[config.mk]
export PLATFORM = sky130hd
export DESIGN_NAME = sr_latch_arbiter
export DESIGN_NICKNAME = d
export VERILOG_FILES = /design/src/rtl/sr_latch_arbiter.sv
export SDC_FILE = /design/constraint.sdc
export NUM_CORES = 1
export LEC_CHECK = 0
export BUFFER_PORTS_ARGS = -buffer_cell sky130_fd_sc_hd__buf_2
export CAP_MARGIN = 40
export CORE_MARGIN = 2
export CORE_UTILIZATION = 30
export CTS_CLUSTER_DIAMETER = 40
export DETAILED_ROUTE_END_ITERATION = 6
export HOLD_SLACK_MARGIN = 0.12
export MAX_ROUTING_LAYER = met4
export PLACE_DENSITY = 0.55
export SLEW_MARGIN = 10
export SYNTH_ARGS = -nofsm -noshare
export SYNTH_HDL_FRONTEND = slang
export SYNTH_SLANG_ARGS = --single-unit
[constraint.sdc]
create_clock -name clk1 -period 5.35 [get_ports clk1]
set_clock_uncertainty 0.2 [all_clocks]
set_input_delay 0.535 -clock clk1 [delete_from_list [all_inputs] [get_ports clk1]]
set_output_delay 0.535 -clock clk1 [all_outputs]
set_load 0.005 [all_outputs]
[src/rtl/sr_latch_arbiter.sv]
// sr_latch_arbiter: round-robin arbiter and sequencer for a shared clocked
// SR flip-flop (NAND-gated SR latch with enable). Grants one requester at a
// time, then drives S/R/enable through setup, enable pulse and hold phases.
// S and R are never both high.
//
// Optional feature macro: SR_VERIFY_EN
//   defined   -> CHECK state samples latch_q after hold; mismatch sets sticky err
//   undefined -> HOLD goes straight to DONE, latch_q unused, err stays 0
//
// Parameters:
//   NREQ     number of requesters (2..8)
//   PW       latch enable pulse width in clk1 cycles (>=1)
// Ports:
//   clk1     system clock, rising edge
//   rstn     synchronous active-low reset
//   req      per-requester request level, held until done
//   op       per-requester operation (1=set, 0=clear), sampled at grant
//   gnt      one-hot grant, high for the whole transaction
//   done     one-cycle completion pulse to the granted requester
//   latch_s  latch S input
//   latch_r  latch R input
//   latch_en latch clock/enable input
//   latch_q  latch Q feedback
//   busy     high whenever the sequencer is not idle
//   err      sticky verify-mismatch flag
module sr_latch_arbiter #(
    parameter int unsigned NREQ = 4,
    parameter int unsigned PW   = 2
) (
    input  logic            clk1,
    input  logic            rstn,
    input  logic [NREQ-1:0] req,
    input  logic [NREQ-1:0] op,
    output logic [NREQ-1:0] gnt,
    output logic [NREQ-1:0] done,
    output logic            latch_s,
    output logic            latch_r,
    output logic            latch_en,
    input  logic            latch_q,
    output logic            busy,
    output logic            err
);

    localparam int unsigned IW = (NREQ > 1) ? $clog2(NREQ) : 1;
    localparam int unsigned CW = $clog2(PW + 1);

    typedef enum logic [2:0] {
        ST_IDLE  = 3'd0,
        ST_SETUP = 3'd1,
        ST_PULSE = 3'd2,
        ST_HOLD  = 3'd3,
`ifdef SR_VERIFY_EN
        ST_CHECK = 3'd5,
`endif
        ST_DONE  = 3'd4
    } state_t;

    state_t          r_state;
    logic [IW-1:0]   r_ptr;
    logic [CW-1:0]   r_cnt;
    logic            r_op;
    logic [NREQ-1:0] r_gnt;
    logic [NREQ-1:0] r_done;
    logic            r_latch_s;
    logic            r_latch_r;
    logic            r_latch_en;
    logic            r_busy;
    logic            r_err;

    state_t          w_state_nxt;
    logic [IW-1:0]   w_ptr_nxt;
    logic [CW-1:0]   w_cnt_nxt;
    logic            w_op_nxt;
    logic [NREQ-1:0] w_gnt_nxt;
    logic [NREQ-1:0] w_done_nxt;
    logic            w_s_nxt;
    logic            w_r_nxt;
    logic            w_en_nxt;
    logic            w_err_nxt;

    logic            w_found;
    logic [IW-1:0]   w_winner;
    logic [IW-1:0]   w_idx;

`ifndef SR_VERIFY_EN
    // Q feedback and the registered op only matter when verifying.
    logic w_unused_bits;
    assign w_unused_bits = latch_q ^ r_op;
`endif

    // Round-robin search starting one past the last winner.
    always_comb begin
        w_found  = 1'b0;
        w_winner = r_ptr;
        w_idx    = r_ptr;
        for (int unsigned i = 1; i <= NREQ; i++) begin
            w_idx = IW'((32'(r_ptr) + i) % NREQ);
            if (!w_found && req[w_idx]) begin
                w_found  = 1'b1;
                w_winner = w_idx;
            end
        end
    end

    // Next-state and next-output logic.
    always_comb begin
        w_state_nxt = r_state;
        w_ptr_nxt   = r_ptr;
        w_cnt_nxt   = r_cnt;
        w_op_nxt    = r_op;
        w_gnt_nxt   = r_gnt;
        w_done_nxt  = '0;
        w_s_nxt     = r_latch_s;
        w_r_nxt     = r_latch_r;
        w_en_nxt    = 1'b0;
        w_err_nxt   = r_err;

        case (r_state)
            ST_IDLE: begin
                w_s_nxt = 1'b0;
                w_r_nxt = 1'b0;
                if (w_found) begin
                    w_gnt_nxt   = NREQ'(1) << w_winner;
                    w_op_nxt    = op[w_winner];
                    w_s_nxt     = op[w_winner];
                    w_r_nxt     = ~op[w_winner];
                    w_ptr_nxt   = w_winner;
                    w_state_nxt = ST_SETUP;
                end
            end
            ST_SETUP: begin
                w_cnt_nxt   = '0;
                w_en_nxt    = 1'b1;
                w_state_nxt = ST_PULSE;
            end
            ST_PULSE: begin
                if (r_cnt == CW'(PW - 1)) begin
                    w_en_nxt    = 1'b0;
                    w_state_nxt = ST_HOLD;
                end else begin
                    w_cnt_nxt = r_cnt + CW'(1);
                    w_en_nxt  = 1'b1;
                end
            end
            ST_HOLD: begin
                w_s_nxt = 1'b0;
                w_r_nxt = 1'b0;
`ifdef SR_VERIFY_EN
                w_state_nxt = ST_CHECK;
`else
                w_done_nxt  = r_gnt;
                w_state_nxt = ST_DONE;
`endif
            end
`ifdef SR_VERIFY_EN
            ST_CHECK: begin
                w_s_nxt = 1'b0;
                w_r_nxt = 1'b0;
                if (latch_q != r_op) begin
                    w_err_nxt = 1'b1;
                end
                w_done_nxt  = r_gnt;
                w_state_nxt = ST_DONE;
            end
`endif
            ST_DONE: begin
                w_s_nxt     = 1'b0;
                w_r_nxt     = 1'b0;
                w_gnt_nxt   = '0;
                w_state_nxt = ST_IDLE;
            end
            default: begin
                w_s_nxt     = 1'b0;
                w_r_nxt     = 1'b0;
                w_gnt_nxt   = '0;
                w_state_nxt = ST_IDLE;
            end
        endcase
    end

    // State and output registers; reset forces the latch controls safe.
    always_ff @(posedge clk1) begin
        if (!rstn) begin
            r_state    <= ST_IDLE;
            r_ptr      <= IW'(NREQ - 1);
            r_cnt      <= '0;
            r_op       <= 1'b0;
            r_gnt      <= '0;
            r_done     <= '0;
            r_latch_s  <= 1'b0;
            r_latch_r  <= 1'b0;
            r_latch_en <= 1'b0;
            r_busy     <= 1'b0;
            r_err      <= 1'b0;
        end else begin
            r_state    <= w_state_nxt;
            r_ptr      <= w_ptr_nxt;
            r_cnt      <= w_cnt_nxt;
            r_op       <= w_op_nxt;
            r_gnt      <= w_gnt_nxt;
            r_done     <= w_done_nxt;
            r_latch_s  <= w_s_nxt;
            r_latch_r  <= w_r_nxt;
            r_latch_en <= w_en_nxt;
            r_busy     <= (w_state_nxt != ST_IDLE);
            r_err      <= w_err_nxt;
        end
    end

    assign gnt      = r_gnt;
    assign done     = r_done;
    assign latch_s  = r_latch_s;
    assign latch_r  = r_latch_r;
    assign latch_en = r_latch_en;
    assign busy     = r_busy;
    assign err      = r_err;

endmodule

==> impl_metrics.env, run 1 <==
export IMPL_status="completed"
export IMPL_max_cap_violations=0
export IMPL_setup_viol=0
export IMPL_io_buffers=21
export IMPL_grt_overflow_total=0
export IMPL_powerDensity_nw_per_um2=417
export IMPL_cts_setup_buffers=0
export IMPL_drive_above_1_share=0.256
export IMPL_cp_required_ps=5360
export IMPL_dpl_instance_area_um2=986
export IMPL_tightest_slew_ps=777
export IMPL_swShare=0.350
export IMPL_cts_buffer_depth=2
export IMPL_ant_nets=0
export IMPL_synth_edf_count=0
export IMPL_hold_buffers=0
export IMPL_whs_ps=276
export IMPL_firstDrtPassIters=4
export IMPL_critPathLaunchType="flop"
export IMPL_synthesis_area_um2=857
export IMPL_grt_pass1_vias=650
export IMPL_avgSynthCellArea_um2=9.02
export IMPL_synthCells=95
export IMPL_root_buffer="clkbuf_4"
export IMPL_grt_pass1_wl_um=2750
export IMPL_slowest_delay_ps=510
export IMPL_min_period_ps=2170
export IMPL_post_drt_wl_per_cell_um=10.6
export IMPL_nets=130
export IMPL_clkSlewWorstSetupHoldPaths_ps=110
export IMPL_synth_async_reset_ratio=0
export IMPL_fp_dieH_um=57.5
export IMPL_synth_top_area_share=0.444
export IMPL_dpl_worst_slack_ps=2960
export IMPL_yosysWarnings=0
export IMPL_grt_start_max_net_pins=12
export IMPL_start_util=0.314
export IMPL_rsz0062_at_grt="false"
export IMPL_rows=19
export IMPL_crit_path_top_delay_cell="a221oi_1"
export IMPL_cp_arrival_ps=2180
export IMPL_initialDrtViolationCount=19
export IMPL_postLayoutSetupSlackWorst_ps=3180
export IMPL_hpwl_um=1210
export IMPL_finalCritPeriodShare=0.406
export IMPL_pwr_share_seq=0.472
export IMPL_synth_seq_cells=19
export IMPL_cts_htree_levels=1
export IMPL_synth_area_leaders="dfxtp_1, nor2_1, mux2i_1, and2_1, nor2b_1"
export IMPL_globalplace_congestion=0.730
export IMPL_postRouteWirelength_um=1570
export IMPL_grt_antenna_before_repair=0
export IMPL_finalPower_uw=422
export IMPL_end_kind="flop"
export IMPL_slew_limit_headroom=0.477
export IMPL_synth_seq_area_share=0.444
export IMPL_grtUsageTotal=0.111
export IMPL_syn_to_final_growth_pct=18.1
export IMPL_yosysTopAreaCell="dfxtp_1"
export IMPL_antennaDiodeCount=0
export IMPL_p_int_uw=275
export IMPL_cts_tree="yes"
export IMPL_fmax_ghz=0.460
export IMPL_vias_per_cell=4.87
export IMPL_ir_drop_v=0.000215
export IMPL_clk_latency_ps=300
export IMPL_synth_cell_type_count=31
export IMPL_leakagePower_uw=0.000458
export IMPL_setup_tns_ps=0
export IMPL_core_area_um2=2730
export IMPL_p_sw_uw=148
export IMPL_io_pins=24
export IMPL_cts_resized_gates=0
export IMPL_synth_flop_cell="dfxtp_1"
export IMPL_hold_violations=0
export IMPL_slew_violations=0
export IMPL_syn_nets=107
export IMPL_cts_buffers=3
export IMPL_power_frac_comb=0.355
export IMPL_p_clk_frac=0.172
export IMPL_vias=721
export IMPL_die_area_um2=3300
export IMPL_cp_max_fo=5
export IMPL_fin_area_um2=1010
export IMPL_worstPathCellList="nand2b_1, o21ai_0, a221oi_1, mux2_2, o41ai_2"
export IMPL_drc=0
export IMPL_die_w_um=57.5
export IMPL_hold_class="reg -> reg"
export IMPL_cts_sinks=19
export IMPL_crit_type="reg -> reg"
## cell usage in the layout, fill, tap and decap left out, types with 4 or more instances in the layout
cell	count
mux2i_1	4
buf_2	21
dfxtp_1	19
nand2_1	8
nand2b_1	4
nor2_1	13
nor2b_1	5
and2_1	5
## flip-flops by register name (all words and copies together) (netlist names)
name / count
r_cnt: 2
busy: 1
latch_s: 1
latch_en: 1
gnt: 4
done: 4
r_state: 3
r_ptr: 2
latch_r: 1
## critical path: cells and delay by family (launching register included)
family / cells / cell delay, ps
mux: 1 / 420
simple gates: 1 / 140
compound gates: 3 / 930
flops: 1 / 400
## worst paths after layout
kind	cells after the start	slack, ps	start	to
worst max-delay path	5	3180	r_ptr[0]$_SDFFE_PN1P_	latch_s$_SDFFE_PN0N_
worst max register to register	5	3180	r_ptr[0]$_SDFFE_PN1P_	latch_s$_SDFFE_PN0N_
worst min register to register	1	280	gnt[0]$_SDFFE_PN0P_	done[0]$_SDFF_PN0_
worst min-delay path	1	280	gnt[0]$_SDFFE_PN0P_	done[0]$_SDFF_PN0_
## kinds of logic (layout without fill, tap and decap cells)
logic type | after synthesis | count (layout) | share of synthesized area
simple gates | 43 | 43 | 0.253
flops | 19 | 19 | 0.444
compound gates | 18 | 18 | 0.158
mux | 6 | 6 | 0.0861
buf+inv | 6 | 28 | 0.0307
fa+ha+maj | 1 | 1 | 0.0146
other cells | 1 | 1 | 0.00438
xor+xnor | 1 | 1 | 0.0102
## cell usage after synthesis, drive strengths merged, types with 4 or more instances
library cell	n
nor2	13
dfxtp	19
o21ai	4
nor2b	5
nand2b	5
nand2	8
and2	5
mux2i	5
## power groups by stage
stage	logic, uW	clock network [uW]	registers [uW]
after global placement	149	0	202
after global routing	170	81.4	204
after CTS	151	75.7	200
after floorplan	124	0	190
after detailed placement	150	0	203
final	150	72.8	199
## through the flow
stage          utilization  instances
6_report             0.370        148
3_3_place_gp         0.361        144
3_5_place_dp         0.361        144
4_1_cts              0.370        148
5_1_grt              0.370        148
2_1_floorplan            -         95
## metal layers
metal	global-route usage	share of wire	vias up
met3	0.0272	0.049	4
met2	0.159	0.43	19
met1	0.142	0.50	328
met5	-	0	-
met4	0.0598	0.024	0
li1	-	-	370
## final cells by class
type,instances,area (um2)
repair buffers,21,105
well taps,31,38.8
inverters,3,11.3
fillers,279,1720
clock buffers,4,26.3
multi-input cells,70,450
flip-flops and latches,19,380
Power figures use the tool's default switching activity.
==> inputs of run 2 (changes only) <==
--- a/config.mk
+++ b/config.mk
@@ -13,7 +13,7 @@
 export DETAILED_ROUTE_END_ITERATION = 6
 export HOLD_SLACK_MARGIN = 0.12
 export MAX_ROUTING_LAYER = met4
-export PLACE_DENSITY = 0.55
+export PLACE_DENSITY = 0.57
 export SLEW_MARGIN = 10
 export SYNTH_ARGS = -nofsm -noshare
 export SYNTH_HDL_FRONTEND = slang
==> constraint.sdc (replaced) <==
create_clock -name clk1 -period 1.8 [get_ports clk1]
set_clock_uncertainty 0.2 [all_clocks]
set_input_delay 0.18 -clock clk1 [delete_from_list [all_inputs] [get_ports clk1]]
set_output_delay 0.18 -clock clk1 [all_outputs]
set_load 0.005 [all_outputs]
==> impl_metrics.env, run 2 (same netlist as run 1, synthesis figures left out) <==
export IMPL_status="completed"
export IMPL_power_frac_comb=0.397
export IMPL_fp_dieH_um=57.5
export IMPL_end_kind="flop"
export IMPL_leakagePower_uw=0.000509
export IMPL_hold_violations=0
export IMPL_crit_start="r_ptr[0]$_SDFFE_PN1P_"
export IMPL_ant_nets=0
export IMPL_slew_limit_headroom=0.665
export IMPL_final_cell_mix="buf_2, dfxtp_1, nor2_1"
export IMPL_hold_class="in -> reg"
export IMPL_min_period_ps=1740
export IMPL_nets=137
export IMPL_rr_startpoint="r_ptr[0]$_SDFFE_PN1P_"
export IMPL_cp_endpoint="latch_r$_SDFFE_PN0N_"
export IMPL_finalPower_uw=1350
export IMPL_setup_viol=0
export IMPL_cp_max_fo=3
export IMPL_final_common_cell="buf_2"
export IMPL_powerDensity_nw_per_um2=1230
export IMPL_grt_start_max_net_pins=12
export IMPL_firstDrtPassIters=4
export IMPL_drc=0
export IMPL_postLayoutSetupSlackWorst_ps=64.6
export IMPL_grt_pass1_vias=648
export IMPL_io_pins=24
export IMPL_io_buffers=21
export IMPL_syn_to_final_growth_pct=27.4
export IMPL_core_area_um2=2730
export IMPL_ir_drop_v=0.000677
export IMPL_fmax_ghz=0.576
export IMPL_drive_above_1_share=0.339
export IMPL_cts_tree="yes"
export IMPL_p_int_uw=880
export IMPL_rows=19
export IMPL_cts_sinks=19
export IMPL_setup_tns_ps=0
export IMPL_root_buffer="clkbuf_4"
export IMPL_post_drt_wl_per_cell_um=10.6
export IMPL_cp_arrival_ps=1740
export IMPL_die_area_um2=3300
export IMPL_clk_latency_ps=300
export IMPL_vias=734
export IMPL_clkSlewWorstSetupHoldPaths_ps=120
export IMPL_postRouteWirelength_um=1650
export IMPL_slew_violations=0
export IMPL_cts_htree_levels=1
export IMPL_fill_cells=294
export IMPL_antennaDiodeCount=0
export IMPL_fin_cells=155
export IMPL_cp_required_ps=1810
export IMPL_p_sw_uw=466
export IMPL_initialDrtViolationCount=19
export IMPL_cts_buffers=3
export IMPL_die_w_um=57.5
export IMPL_pwr_share_seq=0.439
export IMPL_grt_pass1_wl_um=2840
export IMPL_hpwl_um=1240
export IMPL_cts_buffer_depth=2
export IMPL_p_clk_frac=0.164
export IMPL_reg2reg_to="latch_r$_SDFFE_PN0N_"
export IMPL_rr_worst_depth=5
export IMPL_grt_antenna_before_repair=0
export IMPL_placed_cells=149
export IMPL_critPathLaunchType="flop"
export IMPL_grtUsageTotal=0.111
export IMPL_vias_per_cell=4.74
export IMPL_grt_overflow_total=0
export IMPL_globalplace_congestion=0.753
export IMPL_finalCritPeriodShare=0.964
export IMPL_rsz0062_at_grt="false"
export IMPL_max_cap_violations=0
export IMPL_regToRegSetupSlack_ps=60
export IMPL_start_util=0.314
export IMPL_dpl_worst_slack_ps=-18.8
export IMPL_tightest_slew_ps=499
export IMPL_swShare=0.346
export IMPL_crit_type="reg -> reg"
-- run 2: layout make-up --
| type | count | area (um2) | share of cell area |
|---|---|---|---|
| Clock buffer | 3 | 22.5 | 0.0206 |
| Clock inverter | 1 | 5.00 | 0.00458 |
| Inverter | 3 | 11.3 | 0.0103 |
| Multi-Input combinational cell | 70 | 472 | 0.432 |
| Sequential cell | 19 | 383 | 0.351 |
| Tap cell | 31 | 38.8 | 0.0355 |
| Timing Repair Buffer | 28 | 160 | 0.147 |
-- run 2: critical path, cell delays in order (launching register included) --
cell and delay, ps:
dfxtp_2 360, nand2b_4 130, o21ai_2 60, a221oi_2 310
mux2_4 340, a22o_2 240
-- run 2: worst min-delay path by stage --
stage          cells after the start               endpoint                  from
6_report                           4   latch_s$_SDFFE_PN0N_                 op[3]
5_1_grt                            4   latch_s$_SDFFE_PN0N_                 op[3]
4_1_cts                            4   latch_s$_SDFFE_PN0N_                 op[3]
3_5_place_dp                       2  r_ptr[0]$_SDFFE_PN1P_                  rstn
3_3_place_gp                       2   latch_s$_SDFFE_PN0N_  latch_s$_SDFFE_PN0N_
2_1_floorplan                      1  r_ptr[0]$_SDFFE_PN1P_                  rstn
-- run 2: metrics by stage --
stage | hold slack (ps) | cell area [um2] | util
after floorplan | 51.8 | 868 | -
after global placement | 242 | 1030 | 0.378
after detailed placement | 234 | 1030 | 0.378
after CTS | 151 | 1090 | 0.399
after global routing | 167 | 1090 | 0.400
final | 136 | 1090 | 0.400
-- run 2: routing by layer --
| metal | wire (um) | GRT usage | up-vias |
|---|---|---|---|
| met4 | 0 | 0.0299 | 0 |
| met3 | 103 | 0.0272 | 0 |
| met2 | 666 | 0.157 | 27 |
| met5 | 0 | - | - |
| li1 | - | - | 385 |
| met1 | 879 | 0.156 | 322 |
-- run 2: repair_timing --
action / in CTS / in global routing
pin swaps: 2 / 2
hold endpoints to repair: 10 / 0
setup buffers: 1 / 0
setup endpoints to repair: 1 / 3
gates resized for setup: 2 / 1
hold buffers: 1 / 0
-- run 2: power by group through the flow --
stage	clock network (uW)	registers, uW	logic (uW)
2_1_floorplan	0	570	380
3_3_place_gp	0	594	512
3_5_place_dp	0	596	516
4_1_cts	229	588	540
5_1_grt	243	607	603
6_report	221	591	535
